<file path="src/rtl/fma16_vector_recorder.sv">
//------------------------------------------------------------------------------
// fma16_vector_recorder : packs live fma16 operations into 76-bit vector
// records, buffers them in a ring FIFO and streams them out on a dump port.
// Revision: 1.0
//------------------------------------------------------------------------------
`default_nettype none

module fma16_vector_recorder #(
  parameter int DEPTH = 16,
  parameter int AW    = $clog2(DEPTH)
) (
  input  logic          clk,
  input  logic          reset,
  input  logic          start,
  input  logic          finish,
  input  logic          cap_valid,
  output logic          cap_ready,
  input  logic [15:0]   x,
  input  logic [15:0]   y,
  input  logic [15:0]   z,
  input  logic [1:0]    roundmode,
  input  logic          mul,
  input  logic          add,
  input  logic          negp,
  input  logic          negz,
  input  logic [15:0]   result,
  input  logic [3:0]    flags,
  output logic          dump_valid,
  input  logic          dump_ready,
  output logic [75:0]   dump_data,
  output logic [AW:0]   count,
  output logic [31:0]   vectornum,
  output logic [31:0]   dropped,
  output logic          done
);

  typedef enum logic [1:0] {
    S_IDLE   = 2'd0,
    S_RECORD = 2'd1,
    S_DRAIN  = 2'd2,
    S_DONE   = 2'd3
  } state_t;

  localparam logic [AW:0] FULL_CNT = DEPTH[AW:0];

  state_t         state_q, state_d;
  logic [AW-1:0]  wr_ptr_q, wr_ptr_d;
  logic [AW-1:0]  rd_ptr_q, rd_ptr_d;
  logic [AW:0]    count_q, count_d;
  logic [31:0]    vectornum_q, vectornum_d;
  logic [31:0]    dropped_q, dropped_d;
  logic [75:0]    mem_q [DEPTH];

  logic           full;
  logic           push;
  logic           pop;
  logic [75:0]    rec;

  assign rec        = {x, y, z, 2'b00, roundmode, mul, add, negp, negz, result, flags};
  assign full       = (count_q == FULL_CNT);
  assign cap_ready  = (state_q == S_RECORD) && !full;
  assign dump_valid = (count_q != '0);
  assign push       = cap_valid && cap_ready;
  assign pop        = dump_valid && dump_ready;

  // Gated so the port never shows uninitialised storage while empty.
  assign dump_data  = dump_valid ? mem_q[rd_ptr_q] : '0;
  assign count      = count_q;
  assign vectornum  = vectornum_q;
  assign dropped    = dropped_q;
  assign done       = (state_q == S_DONE);

  always_comb begin
    state_d     = state_q;
    wr_ptr_d    = wr_ptr_q;
    rd_ptr_d    = rd_ptr_q;
    count_d     = count_q;
    vectornum_d = vectornum_q;
    dropped_d   = dropped_q;

    case (state_q)
      S_IDLE, S_DONE: begin
        if (start) begin
          state_d     = S_RECORD;
          vectornum_d = '0;
          dropped_d   = '0;
        end
      end
      S_RECORD: begin
        if (finish) state_d = S_DRAIN;
        if (push) vectornum_d = vectornum_q + 32'd1;
        if (cap_valid && full && (dropped_q != 32'hFFFF_FFFF))
          dropped_d = dropped_q + 32'd1;
      end
      S_DRAIN: begin
        if (count_q == '0) state_d = S_DONE;
      end
      default: state_d = S_IDLE;
    endcase

    if (push) wr_ptr_d = wr_ptr_q + AW'(1);
    if (pop)  rd_ptr_d = rd_ptr_q + AW'(1);
    case ({push, pop})
      2'b10:   count_d = count_q + (AW+1)'(1);
      2'b01:   count_d = count_q - (AW+1)'(1);
      default: count_d = count_q;
    endcase
  end

  always_ff @(posedge clk) begin
    if (reset) begin
      state_q     <= S_IDLE;
      wr_ptr_q    <= '0;
      rd_ptr_q    <= '0;
      count_q     <= '0;
      vectornum_q <= '0;
      dropped_q   <= '0;
    end else begin
      state_q     <= state_d;
      wr_ptr_q    <= wr_ptr_d;
      rd_ptr_q    <= rd_ptr_d;
      count_q     <= count_d;
      vectornum_q <= vectornum_d;
      dropped_q   <= dropped_d;
    end
  end

  always_ff @(posedge clk) begin
    if (push && !reset) mem_q[wr_ptr_q] <= rec;
  end

endmodule

`default_nettype wire

</file>
<file path="config.mk">
export PLATFORM = sky130hd
export DESIGN_NAME = fma16_vector_recorder
export DESIGN_NICKNAME = d
export VERILOG_FILES = /design/src/rtl/fma16_vector_recorder.sv
export SDC_FILE = /design/constraint.sdc
export NUM_CORES = 1
export LEC_CHECK = 0
export ABC_CLOCK_PERIOD_IN_PS = 11500
export BUFFER_PORTS_ARGS = -buffer_cell sky130_fd_sc_hd__buf_2
export CAP_MARGIN = 0
export CORE_MARGIN = 3
export CORE_UTILIZATION = 45
export CTS_CLUSTER_SIZE = 12
export DETAILED_ROUTE_END_ITERATION = 12
export HOLD_SLACK_MARGIN = 0.06
export SYNTH_ARGS = -nofsm -noshare
export SYNTH_HDL_FRONTEND = slang
export SYNTH_SLANG_ARGS = --single-unit
</file>
<file path="constraint.sdc">
create_clock -name clk -period 11.5 [get_ports clk]
set_input_delay 0 -clock clk [delete_from_list [all_inputs] [get_ports clk]]
set_output_delay 0 -clock clk [all_outputs]
set_load 0.03 [all_outputs]
</file>
Word level (Yosys, flattened, before mapping)
Memories as Yosys holds them, arrays and structs flattened. A register that Yosys moved wholly into a read port is not among the register bits.
Cells that the tools add are included.

word-level totals
  flip-flop bits (word level) = 79
  memory bits (writable) = 1184
  input bits = 80
  output and inout port bits = 148
  logic and storage cells = 57
  memories kept = 1

cells by class
  $add $sub $neg = 6
  equal/unequal tests = 12
  mux-type cells = 15
  reduce and logical (&&, ||, !) cells = 17

memories
  name   depth  width  rd ports  clocked after Yosys merged registers in  wr ports  RTL line  source
  mem_q  16     74     1         1                                        1         52        logic [75:0] mem_q [DEPTH];

operators by type and width
  operator                                                                number
  32-bit one-hot mux with 2 select lines                                  2
  32-bit two-way mux                                                      3
  76-bit two-way mux                                                      1
  32-bit by 1-bit adder with 32-bit output (second input constant)        2
  32-bit inequality test (second input constant)                          1
  5-bit one-hot mux with 2 select lines                                   1
  3-bit AND reduction                                                     3
  4-bit by 1-bit adder with 4-bit output (second input constant)          2
  4-bit two-way mux                                                       2
  2-bit inequality test (second input constant)                           4
  2-bit equality test (second input constant)                             3
  1-bit logical AND                                                       6
  2-bit two-way mux                                                       3
  2-bit one-hot mux with 3 select lines                                   1
  5-bit by 1-bit adder with 5-bit output (second input constant)          1
  5-bit equality test (second input constant)                             1
  5-bit logical NOT                                                       1
  5-bit nonzero test                                                      1
  5-bit by 1-bit subtractor with 5-bit output (second input constant)     1
  2-bit by 1-bit equality test with 1-bit output (second input constant)  2
  2-bit nonzero test                                                      2
  1-bit logical NOT                                                       2
  2-bit logical NOT                                                       1
  1-bit two-way mux                                                       2
  2 further kinds                                                         2

Depth between registers and ports, before layout
Gate-level depths: netlist of the first run.

  depth after elaboration = 7
  gate-level depth with buffers = 14
  depth with buffers taken out = 12

Least setup slack after synthesis of the first run
No wires, ideal clock.

  path kind = register to register
  from = register count_q[1] (netlist: count[1])
  to = memory mem_q[3][0] in the netlist's numbering, enable pin
  library setup time = 507 ps
  data arrival time = 4684 ps
  data required time = 10993 ps
  slack = 6310 ps
  cell stages (with the launch flop) = 7
  path buffers = 2
  path through = dfxtp_1 clkbuf_1 or4_1 o211a_1 clkbuf_1 nand2_1 nor2_1

between the ends
  cells in the longest elaborated chain, start to end = 7

RTL lines
  element                                  RTL line  source
  from (decl)                              49        logic [AW:0] count_q, count_d;
  from (signal assigned)                   122       count_q <= count_d;
  5-bit equality test                      60        assign full = (count_q == FULL_CNT);
  1-bit logical NOT                        61        assign cap_ready = (state_q == S_RECORD) && !full;
  1-bit logical AND                        61
  1-bit logical AND                        63        assign push = cap_valid && cap_ready;
  1-bit logical AND                        129       if (push && !reset) mem_q[wr_ptr_q] <= rec;
  1-bit two-way mux                        129
  1-bit two-way mux (implied by the code)  129
  to (decl)                                52

Every way passes these cells.

==> results of run 1 <==
## sequential cells by signal, summed over array words and instances (netlist names), named ones only
register / count
mem_q: 1184
dropped: 32
vectornum: 32
count: 5
rd_ptr_q: 4
wr_ptr_q: 4
state_q: 2
## worst min path at each step
stage | to | slack, ns
2_1_floorplan | mem_q[0][0] | 0.1
3_3_place_gp | mem_q[6][62] | 0.35
3_5_place_dp | mem_q[13][2] | 0.38
4_1_cts | mem_q[10][62] | 0.14
5_1_grt | mem_q[13][37] | 0.18
6_report | mem_q[9][47] | 0.20
## metrics by stage
step           setup WS [ns]  util [%]
4_1_cts                 6.55      52.8
6_report                6.78      52.8
5_1_grt                 6.37      52.8
3_5_place_dp            7.21      48.4
2_1_floorplan           6.31         -
3_3_place_gp            7.32      48.4
## layout by cell type, fill, tap and decap left out, types with 20 or more instances in the layout
cell / netlist / routed
o22a_1: 20 / 20
a21oi_1: 50 / 50
clkbuf_16: 0 / 140
buf_4: 3 / 42
and2_1: 77 / 77
nor2_1: 53 / 37
mux4_2: 370 / 370
clkbuf_1: 79 / 36
dfxtp_1: 83 / 79
buf_2: 26 / 225
edfxtp_1: 1184 / 1184
nand2_1: 43 / 42
inv_1: 24 / 24
clkinv_1: 0 / 24
nand3_1: 28 / 28
dlygate4sd3_1: 0 / 82
## routing by layer
layer  routed length (um)  up-vias
met3                 6370      154
met2                57600      756
li1                     -    10360
met4                 1900        4
met5                   21        -
met1                48300    13051
## cell type report
class | count | share of cell area (%)
Timing Repair Buffer | 351 | 4.04
Clock inverter | 46 | 0.532
Sequential cell | 1267 | 65.4
Tap cell | 1403 | 3.08
Multi-Input combinational cell | 863 | 20.4
Inverter | 24 | 0.158
Clock buffer | 177 | 6.42
Antenna cell | 4 | 0.0176
## synthesized netlist by cell type (15+ instances only)
| cell | n | area share (%) |
|---|---|---|
| edfxtp_1 | 1184 | 72 |
| mux4_2 | 370 | 17 |
| dfxtp_1 | 83 | 3.4 |
| clkbuf_1 | 79 | 0.60 |
| and2_1 | 77 | 0.98 |
| nor2_1 | 53 | 0.40 |
| a21oi_1 | 50 | 0.51 |
| nand2_1 | 43 | 0.33 |
| nand3_1 | 28 | 0.28 |
| buf_2 | 26 | 0.26 |
| inv_1 | 24 | 0.18 |
| o22a_1 | 20 | 0.36 |
| a31oi_1 | 17 | 0.22 |
| o21ai_0 | 16 | 0.16 |
| ha_1 | 15 | 0.38 |
## cell families (layout without fill, tap and decap cells)
logic type                 Yosys count  in the layout  share of synthesized area [%]
adders and majority gates           15             15                          0.381
xor gates and xnor gates            14             14                          0.249
buffers and inverters              147            598                           1.24
and+or+nand+nor                    296            296                           3.38
AOI/OAI and AO/OA                  163            163                           2.25
other                                1              6                        0.00761
muxes                              373            373                           17.0
DFF                               1267           1267                           75.5
## timing repair
action | 4_1_cts | 5_1_grt
endpoints found under the setup margin | 0 | 0
endpoints found under the hold margin | 1224 | 0
hold buffers | 82 | 0
## critical path, delay by kind of cell (launching register included)
kind          cells  cell delay (ns)
flops             1             0.67
buf+inv           3             2.17
mux               2             0.89
simple gates      1             0.22
## power groups by stage
stage,Clock (uW),Sequential [uW],Combinational (uW)
finish,3930,5160,2380
global route,4210,5170,2570
CTS,4030,5170,2450
detailed placement,0,5260,2410
global placement,0,5260,2390
floorplan,0,5230,1760
==> metrics.csv, run 1 <==
metric,value,unit
timing.hold.ws,0.198,ns
use_met2,34.1,%
netlist_area,49300,um2
syn_to_final_growth,15.5,%
intPower,8380,uW
min-delay-path-class,input pin to flop,
drv_slew,0,
p_sw,3100,uW
r2r.worst_path.cells,7,
wl_per_cell,27.6,um
start_util,45.7,%
core-area,108000,um2
ir_drop,0.000212,V
clk-insertion-delay-late,0.73,ns
switching_share,27.0,%
setup_tns,0,ns
worstMarginPinSlew,1.23,ns
yosysUniqueCellTypes,71,
io-pin-count,228,
hold_viol,0,
drt-total-wl,114000,um
maxCapViolations,0,
die_x,337,um
async_reset_ff_share,0,%
multiInputGateArea,11600,um2
rsz0062_at_grt,no,
clock-sinks,1267,
crit_arrival,4.72,ns
ys_warn_count,0,
cts_setup_buffers,0,
htreeDepth,4,
whs_path_depth,2,
cp_slowest_cell,buf_4,
power,11500,uW
r2r_slack,7.24,ns
synth_edf_count,1184,
finClkSkew,0.0191,ns
cts_buffers,136,
layout.cells.non_filler,4135,
clockRootBuffer,clkbuf_16,
synth-seq-cells,1267,
min_from,y[5],
synthCells,2276,
syn_area_per_cell,21.7,um2
numPortBuffers,225,
p_comb_share,20.7,%
slew_headroom,17.9,%
via_per_inst,5.88,
min_period,4.72,ns
pwr-share-clk,34.3,%
seq_power_share,45.0,%
p_leak,0.0179,uW
top_usage_layer,met2,
grt_pass1_wl,170000,um
path_cells,buf_4 > buf_4 > mux4_2 > mux4_2 > and2_1 > buf_2,
grt_max_degree,113,
dpl_cell_area,52100,um2
rows,120,
drt_first_pass_iters,5,
max_stage_delay,1.09,ns
run_status,finished clean,
cts_buffer_depth,3,
setup_viol,0,
dp.cells,3826,
die_h,337,um
die-area,114000,um2
track_usage,20.5,%
worstSetupEndpoint,dump_data[44],
nets,2738,
fillCellCount,8363,
design_area,56900,um2
post-route-drc-count,0,
synth_seq_area_share,75.5,%
cts_resized,0,
gp_congestion,0.804,
register_area,37200,um2
drt_iter0_drc,2027,
required,11.50,ns
clock.fmax,212,MHz
period_share,41.1,%
antenna_found_initial,9,
power_density,202,nW/um2
synth-main-ff-cell,edfxtp_1,
antenna_left,0,
cts_tree,built,
path_class,flop to output port,
grt-ovfl-total,0,
vias,24325,
rr_endpoint,mem_q[12][30],
end_kind,output port,
hpwlAfterDp,59500,um
start_kind,flop,
path_clk_slew,0.05,ns
path_max_fanout,78,
r2r_start,state_q[1],
use_met3,3.52,%
grt_pass1_vias,25318,
use_met1,28.4,%
drive_gt1_share,31.1,%
(Power assumes the default switching activity.)
==> inputs of run 2 (changes only) <==
- ABC_AREA: default -> 1
- ABC_CLOCK_PERIOD_IN_PS: 11500 -> 4600
- clock period: 11.5 -> 4.6 ns (I/O delays scaled with it)
==> metrics.csv, run 2 <==
metric,value,unit
run_status,finished clean,
synth_edf_count,1184,
rows,123,
core-area,113000,um2
die_h,344,um
hpwlAfterDp,70600,um
ys_warn_count,0,
cts_resized,0,
numPortBuffers,225,
cts_buffer_depth,3,
worstMarginPinSlew,1.03,ns
min_period,3.82,ns
io-pin-count,228,
clock-sinks,1267,
grt-ovfl-total,0,
synth.area.top_cells,"edfxtp_1 69%, nor2_1 7.4%, o21ai_0 6.1%, o211ai_1 4.1%, dfxtp_1 3.2%",
finClkSkew,0.0231,ns
setup_viol,0,
hold_viol,0,
timing.hold.ws,0.194,ns
drt-total-wl,133000,um
drive_gt1_share,11.0,%
gp_congestion,0.837,
clockRootBuffer,clkbuf_16,
ir_drop,0.000460,V
vias,34023,
start_kind,flop,
crit_arrival,3.82,ns
period_share,83.0,%
top_register,mem_q,
antenna_found_initial,4,
p_leak,0.0195,uW
yosysTopAreaCellShare,69.0,%
final_common_cell,edfxtp_1,
drt_first_pass_iters,5,
final_util,52.3,%
rsz0062_at_grt,no,
end_kind,output port,
syn_area_per_cell,12.0,um2
synthCells,4295,
clock.fmax,262,MHz
synth_area_leader_cell,edfxtp_1,
slew_headroom,31.6,%
synthTopCellsByCount,"1,184 x edfxtp_1, 1,018 x nor2_1, 632 x o21ai_0",
nets,4624,
synth-seq-cells,1267,
drt_iter0_drc,3030,
track_usage,22.4,%
clk-insertion-delay-late,0.74,ns
yosysUniqueCellTypes,36,
wl_per_cell,21.8,um
netlist_area,51500,um2
drv_slew,0,
required,4.60,ns
post-route-drc-count,0,
layout_common_cells,"1,184 x edfxtp_1, 1,002 x nor2_1, 632 x o21ai_0, 284 x o211ai_1, 277 x nand2_1",
async_reset_ff_share,0,%
die-area,119000,um2
cts_buffers,137,
yosysMostFrequentCell,edfxtp_1,
grt_pass1_wl,202000,um
maxCapViolations,0,
die_x,344,um
syn_to_final_growth,14.7,%
antenna_left,0,
path_max_fanout,187,
min-delay-path-class,input pin to flop,
htreeDepth,4,
grt_pass1_vias,32843,
synth_seq_area_share,72.2,%
start_util,45.6,%
power_density,537,nW/um2
largest_register_ffs,1184,
path_class,flop to output port,
cts_tree,built,
path_clk_slew,0.06,ns
grt_max_degree,188,
synth-main-ff-cell,edfxtp_1,
via_per_inst,5.56,
-- run 2: cell types whose count changed after synthesis, sizes merged, moves of 136 or more --
cell    previous run  this run
nor2              54      1025
nand3             28       164
nand2             43       285
o21ai             17       677
mux4             370         0
o211ai             4       284
-- run 2: cells by family (layout without fill, tap and decap cells) --
| kind of cell | Yosys count | count (layout) | synth area share, % |
|---|---|---|---|
| buffers and inverters | 387 | 707 | 3.29 |
| DFF | 1267 | 1267 | 72.2 |
| adders and majority gates | 15 | 15 | 0.364 |
| other | 1 | 3 | 0.00728 |
| and+or+nand+nor | 1518 | 1518 | 11.8 |
| AOI/OAI and AO/OA | 1094 | 1094 | 12.1 |
| xor gates and xnor gates | 13 | 13 | 0.221 |
-- run 2: per-layer routing --
layer  global-route usage [%]  up-vias  share of wire (%)
li1                         -    15983                  -
met1                     30.4    16798                 43
met2                     36.9     1000                 49
met3                     3.72      240                5.6
met4                     7.23        2                2.6
met5                        0        -             0.0097
-- run 2: area by class of cell --
class | instances | area, um2
Fill cell | 9677 | 54000
Clock inverter | 57 | 507
Inverter | 116 | 458
Sequential cell | 1267 | 37200
Tap cell | 1500 | 1880
Antenna cell | 1 | 2.50
Timing Repair Buffer | 365 | 2690
Clock buffer | 169 | 3610
Multi-Input combinational cell | 2642 | 12800
-- run 2: per-stage QoR --
step,TNS [ns],std cells,setup WS [ns],power (uW),instance area [um2]
2_1_floorplan,-325.19,4296,-0.340,19000,51600
3_3_place_gp,0,5810,1.29,21700,54200
3_5_place_dp,0,5810,1.20,21700,54200
4_1_cts,0,6116,0.817,32100,59100
5_1_grt,0,6116,0.602,33300,59100
6_report,0,6117,0.781,31700,59100
-- run 2: path summary, 6_finish.rpt --
kind / start / to / slack [ns] / depth (start not counted)
worst max register to register: state_q[0] / mem_q[0][58] / 1.23 / 6
worst min register to register: rd_ptr_q[2] / flop / 0.49 / 2
worst min-delay path: y[0] / mem_q[1][42] / 0.19 / 2
worst max-delay path: flop / dump_data[74] / 0.78 / 6
-- run 2: repair_timing --
| action | 4_1_cts | 5_1_grt |
|---|---|---|
| setup buffers | 0 | 0 |
| hold endpoints to repair | 1227 | 0 |
| hold buffers | 80 | 0 |
-- run 2: report_power, final --
group / total (uW) / internal (uW) / switching [uW]
logic: 8470 / 2220 / 6250
clock network: 10300 / 5850 / 4430
registers: 13000 / 12800 / 216
-- run 2: critical path: stages (launching register included) --
cell,delay [ns]
dfxtp_4,0.81
buf_12,0.62
o21ai_0,0.21
o211ai_1,0.23
nand3_1,0.12
a21oi_1,0.58
buf_2,0.32
